<file path="src/rtl/latch_ctrl_pkg.sv">
// latch_ctrl_pkg: write-sequencer state encoding and pulse-counter width
package latch_ctrl_pkg;
  typedef enum logic [1:0] {IDLE, SETUP, PULSE, HOLD} lw_state_t;
  localparam int CNT_W = 4;
endpackage

</file>
<file path="src/rtl/rr_arbiter.sv">
// rr_arbiter: combinational round-robin picker; req+ptr in, first set bit at/after ptr out as one-hot grant and idx
module rr_arbiter #(
  parameter int N  = 4,
  parameter int IW = $clog2(N)
) (
  input  logic [N-1:0]  req,
  input  logic [IW-1:0] ptr,
  output logic [N-1:0]  grant,
  output logic [IW-1:0] idx
);
  always_comb begin
    grant = '0;
    idx = '0;
    for (int k = N - 1; k >= 0; k--)
      if (req[(int'(ptr) + k) % N]) idx = IW'((int'(ptr) + k) % N);
    grant[idx] = |req;
  end
endmodule

</file>
<file path="src/rtl/latch_wr_arbiter.sv">
// latch_wr_arbiter: round-robin latch-bank write sequencer (setup/pulse/hold); in clk,rst_n,req,req_addr,req_data; out ack,busy,lat_d,lat_en
module latch_wr_arbiter
  import latch_ctrl_pkg::*;
#(
  parameter int NREQ      = 4,
  parameter int DW        = 8,
  parameter int AW        = 2,
  parameter int EN_CYCLES = 1
) (
  input  logic                 clk,
  input  logic                 rst_n,
  input  logic [NREQ-1:0]      req,
  input  logic [NREQ*AW-1:0]   req_addr,
  input  logic [NREQ*DW-1:0]   req_data,
  output logic [NREQ-1:0]      ack,
  output logic                 busy,
  output logic [DW-1:0]        lat_d,
  output logic [(2**AW)-1:0]   lat_en
);
  localparam int IW = $clog2(NREQ);
  localparam int NW = 2 ** AW;
  lw_state_t        state;
  logic [IW-1:0]    ptr;
  logic [IW-1:0]    gidx;
  logic [NREQ-1:0]  grant;
  logic [NREQ-1:0]  gnt_q;
  logic [AW-1:0]    addr_q;
  logic [CNT_W-1:0] cnt;
  rr_arbiter #(.N(NREQ), .IW(IW)) u_rr (
    .req   (req),
    .ptr   (ptr),
    .grant (grant),
    .idx   (gidx)
  );
  always_ff @(posedge clk or negedge rst_n)
    if (!rst_n) begin
      state  <= IDLE;
      ack    <= '0;
      busy   <= 1'b0;
      lat_d  <= '0;
      lat_en <= '0;
      ptr    <= '0;
      cnt    <= '0;
      gnt_q  <= '0;
      addr_q <= '0;
    end else
      case (state)
        IDLE:
          if (|req) begin
            state  <= SETUP;
            busy   <= 1'b1;
            gnt_q  <= grant;
            addr_q <= req_addr[gidx*AW +: AW];
            lat_d  <= req_data[gidx*DW +: DW];
            ptr    <= (gidx == IW'(NREQ - 1)) ? '0 : gidx + 1'b1;
          end
        SETUP: begin
          state  <= PULSE;
          cnt    <= CNT_W'(EN_CYCLES - 1);
          lat_en <= NW'(1) << addr_q;
        end
        PULSE:
          if (cnt == '0) begin
            state  <= HOLD;
            lat_en <= '0;
            ack    <= gnt_q;
          end else
            cnt <= cnt - 1'b1;
        HOLD: begin
          state <= IDLE;
          ack   <= '0;
          busy  <= 1'b0;
        end
        default: state <= IDLE;
      endcase
endmodule
</file>
<file path="config.mk">
export PLATFORM = sky130hd
export DESIGN_NAME = latch_wr_arbiter
export DESIGN_NICKNAME = d
export VERILOG_FILES = /design/src/rtl/latch_ctrl_pkg.sv /design/src/rtl/rr_arbiter.sv /design/src/rtl/latch_wr_arbiter.sv
export SDC_FILE = /design/constraint.sdc
export NUM_CORES = 1
export LEC_CHECK = 0
export ABC_AREA = 1
export CORE_UTILIZATION = 50
export DETAILED_ROUTE_END_ITERATION = 10
export DONT_BUFFER_PORTS = 1
export HOLD_SLACK_MARGIN = 0.12
export PLACE_DENSITY = 0.69
export SLEW_MARGIN = 10
export SYNTH_ARGS = -nofsm -noshare
export SYNTH_HDL_FRONTEND = slang
export SYNTH_SLANG_ARGS = --single-unit
</file>
<file path="constraint.sdc">
create_clock -name clk -period 1.7 [get_ports clk]
set_input_delay 0.34 -clock clk [delete_from_list [all_inputs] [get_ports clk]]
set_output_delay 0.34 -clock clk [all_outputs]
set_load 0.05 [all_outputs]
</file>
Word level (Yosys, flattened, before mapping)
Index checks and enable logic that the tools add are counted.
{"block": "word_totals", "input_bits": 46, "output_inout_bits": 17, "reg_bits": 31, "elab_cells": 79}
{"block": "classes", "n_reduce_logical": 16, "bitwise_logic": 4, "muxes": 29, "n_eq_ne": 7, "n_lt_le_gt_ge": 6, "n_shift": 3, "addsub": 5}
{"cell": "32-bit by 6-bit variable part select with 8-bit output", "count": 1}
{"cell": "4-bit case mux with 2 select lines", "count": 3}
{"cell": "2-bit two-way mux", "count": 7}
{"cell": "3-bit by 4-bit < comparator with 1-bit output, second input constant", "count": 3}
{"cell": "4-bit two-way mux", "count": 3}
{"cell": "2-bit AND reduction", "count": 6}
{"cell": "1-bit two-way mux", "count": 9}
{"cell": "1-bit binary-select mux with 2-bit select", "count": 4}
{"cell": "2-bit case mux with 4 select lines", "count": 1}
{"cell": "8-bit by 4-bit variable part select with 2-bit output", "count": 1}
{"cell": "2-bit equality test, second input constant", "count": 3}
{"cell": "2-bit by 3-bit < comparator with 1-bit output, second input constant", "count": 2}
{"cell": "2-bit inequality test, second input constant", "count": 3}
{"cell": "2-bit nonzero test", "count": 3}
{"cell": "2-bit OR reduction", "count": 3}
{"cell": "2-bit by 1-bit adder with 2-bit output, second input constant", "count": 2}
{"cell": "2-bit adder, second input constant", "count": 2}
{"cell": "4-bit AND", "count": 1}
{"cell": "4-bit logical NOT", "count": 1}
{"cell": "4-bit OR reduction", "count": 1}
{"cell": "1-bit by 2-bit << shifter with 4-bit output, first input constant", "count": 1}
{"cell": "4-bit by 1-bit subtractor with 4-bit output, second input constant", "count": 1}
{"cell": "1-bit AND, first input constant", "count": 3}
{"cell": "1-bit demux with 2-bit select", "count": 1}
{"cell": "5 further kinds", "count": 5}

Longest topological paths before layout
{"block": "depth", "word_depth": 15, "mapped_depth": 15, "depth_no_buf": 14}

Cells and area by module
From an unflattened synthesis, not the netlist that was laid out.
{"block": "unflattened", "hier_cells": 294, "area_unflattened_um2": 2057.0}
{"module": "latch_wr_arbiter", "cells_per_inst": 239, "area_per_inst_um2": 1781.7, "instances": 1}
{"module": "rr_arbiter", "cells_per_inst": 55, "area_per_inst_um2": 275.3, "instances": 1}

Worst setup path after synthesis
No wires, ideal clock.
{"block": "synth_timing", "kind": "reg2reg", "start": "register ptr[0]", "end": "register ptr[1]", "required_time_ps": 1567, "arrival_ps": 1557, "period_less_slack_ps": 1689, "setup_ps": 133, "path_slack_ps": 11, "stages_incl_launch_ff": 12, "cell_sequence": "dfrtp_1 -> buf_6 -> o21ai_2 -> nand2_1 -> nand3_2 -> nand2_1 -> nand2_2 -> nand2_2 -> buf_6 -> ha_1 -> nand2_1 -> o21ai_0"}
{"block": "synth_via", "elab_chain_len": 10, "elab_cells_between_ends": 21, "classes_between": "4 x add/sub; 1 x eq/ne; 16 x mux"}
{"element": "start, declared", "line_no": "latch_wr_arbiter.sv:23", "text": "logic [IW-1:0] ptr;"}
{"element": "start signal, assigned", "line_no": "latch_wr_arbiter.sv:55", "text": "ptr <= (gidx == IW'(NREQ - 1)) ? '0 : gidx + 1'b1;"}
{"element": "2-bit adder", "line_no": "rr_arbiter.sv:15", "text": "if (req[(int'(ptr) + k) % N]) idx = IW'((int'(ptr) + k) % N);"}
{"element": "1-bit binary-select mux with 2-bit select", "line_no": "rr_arbiter.sv:15"}
{"element": "1-bit two-way mux (not written as such) (2 in a row)", "line_no": "rr_arbiter.sv:15"}
{"element": "2-bit two-way mux (3 in a row)", "line_no": "rr_arbiter.sv:15"}
{"element": "2-bit two-way mux *", "line_no": "rr_arbiter.sv:15"}
{"element": "2-bit by 1-bit adder with 2-bit output or 2-bit equality test (tied branches)", "line_no": "latch_wr_arbiter.sv:55"}
{"element": "2-bit two-way mux *", "line_no": "latch_wr_arbiter.sv:55"}
Mark *: on every way between the ends. The rest lies on a longest branch, timed or not. The select of a mux whose other input is x is not followed.
A chain may end at the register's enable or synchronous reset.

Worst setup path in the final report
Same ends and word-level chain as after synthesis.

==> metrics <==
run status=finished with violations; failing checks=setup timing; Clock Latency Late Sink=0.28 ns; vias in the first global route=1607; CP arrival=2.02 ns; clk slew on worst S/H paths=0.07 ns; Avg WL per Cell=13.7 um; synth warn=0; initial antenna violation count=0; Area Overhead vs Synth=31.0%; Seq/Total Area, Yosys=0.376; max cap viols=0; Crit Path Max Fanout=6; Setup violations, final=11; Mapped Avg Cell Area=6.73 um2; setup ws final=-0.153 ns; Period Utilization, post-route=1.09; IO Count=63; Rows=22; Fmax=540 MHz; crit path capture type=register; routed vias/inst=5.36; All-Layer GR Usage=0.219; Max-slew headroom=0.656; Syn Std Cell Area=0.00207 mm2; worst clock skew=0.00919 ns; CTS Sinks=31; Hold Crit Class=in2reg; Initial Util=0.544; global-route wire length before repair=7.38 mm; n_diodes=0; WP data required=1.87 ns; Final ANT Viol Nets=0; pre-CTS setup slack=-0.0833 ns; startpoint class of the critical path=register; global route overflow=0; Horiz. Die Dim=66.3 um; full die area=0.00439 mm2; Final Wtd Congestion=0.879; Bufs on Longest Clock Path=2; largest net degree at the start of global routing=32; CP Class=reg2reg; core area=0.00380 mm2; Chip Height=66.3 um; RSZ-0062 raised after global routing=true; share of cells above drive strength 1=0.265; Sum Neg Setup Slack=-1.24 ns; CTS root buffer=clkbuf_8; syn nets=361; minimum clock period=1.85 ns; htree depth=2; total wire length=5.15 mm; Worst R2R Setup Slack=-0.15 ns; 1st-iter DRT viols=115; I/O Buffers=0; Remaining DRCs=0; Distinct cells, synth=20; Final Hold Fails=0; Slew Viols, Final=0; synthesized flop and latch total=31; Detailed Place HPWL=3.20 mm; via count=2016; CTS Buf Count=5; Final Util=0.712; Worst-Margin Slew=0.516 ns; CTS tree=built; DRT Pass-1 Iters=5; Gate Count Post-Synth=307; NumNets Final=381
[cell usage in the layout (no fill, tap or decap), drive strengths merged]
master / netlist / layout
nor4: 2 / 2
clkinv: 0 / 1
nor2: 5 / 5
ha: 8 / 8
buf: 9 / 20
or2: 1 / 1
nand3: 60 / 60
o22ai: 5 / 5
dlygate4sd3: 0 / 1
nand2: 94 / 94
inv: 68 / 68
dfrtp: 31 / 31
a21oi: 3 / 3
o21ai: 17 / 17
xnor2: 1 / 1
clkbuf: 3 / 11
[synth_stat cells]
cell type / instances / area [um2]
nand2_1: 90 / 338
inv_1: 65 / 244
nand3_1: 57 / 285
dfrtp_1: 31 / 776
o21ai_0: 15 / 75.1
ha_1: 8 / 100
buf_2: 6 / 30.0
nor2_1: 5 / 18.8
o22ai_1: 5 / 31.3
nand2_2: 4 / 25.0
a21oi_1: 3 / 15.0
buf_6: 3 / 33.8
clkbuf_1: 3 / 11.3
inv_2: 3 / 11.3
nand3_2: 3 / 30.0
nor4_1: 2 / 12.5
o21ai_1: 1 / 5.00
o21ai_2: 1 / 8.76
or2_2: 1 / 6.26
xnor2_1: 1 / 8.76
[cell type report]
class	count	area [um2]
sequential	31	778
timing repair buffer	25	330
inverter	68	258
tap	48	60.1
multi-input combinational	196	1200
clock inverter	1	5.00
clock buffer	7	76.3
fill	284	1090
[final timing paths]
check | startpoint | endpoint | cells after the start
max | ptr[0] | ptr[1] | 11
min | req_data[28] | lat_d[4] | 6
max reg2reg | ptr[0] | ptr[1] | 11
min reg2reg | cnt[3] | cnt[3] | 1
max in group asynchronous | rst_n | ptr[1] | 2
min in group asynchronous | rst_n | ack[2] | 2
[state kept, by name, summed over array words and instances (netlist names)]
name    count
lat_en      4
ack         4
ptr         2
gnt_q       4
state       2
addr_q      2
cnt         4
lat_d       8
busy        1
[logic make-up after synthesis]
group,after synthesis,synth area share
compound gates,25,0.0654
xor+xnor,1,0.00424
fa+ha+maj,8,0.0485
buf+inv,80,0.160
flops,31,0.376
simple gates,162,0.346
[per-layer routing]
metal | GRT usage | wire length, um
met1 | 0.314 | 2360
met2 | 0.335 | 2440
met3 | 0.0259 | 269
met4 | 0.0798 | 79
met5 | 0 | 0
[through the flow]
stage / instance area [um2] / instances / hold slack [ns]
finish: 2710 / 376 / 0.378
global route: 2710 / 376 / 0.390
CTS: 2320 / 366 / 0.357
detailed placement: 2180 / 354 / 0.0453
global placement: 2180 / 354 / 0.0452
floorplan: 2070 / 307 / 0.0444
[repair_timing]
item / in CTS / in global routing
endpoints found under the hold margin: 31 / 0
pin swaps: 0 / 24
cloned: 0 / 5
resized for setup: 4 / 60
endpoints found under the setup margin: 11 / 20
setup buffers: 2 / 5
hold buffers: 2 / 0
[critical path: stages, from the launching register on]
cell and delay (ns):
dfrtp_2 0.45, buf_6 0.14, o21ai_4 0.13, nand2_2 0.10, buf_4 0.14, buf_4 0.13, nand2_2 0.07, nand2_2 0.06
nand2_4 0.12, ha_1 0.25, nand2_1 0.08, o21ai_1 0.06
Power is not shown: default switching activity piles up to over one toggle a cycle in this logic, so the estimate is an artifact.
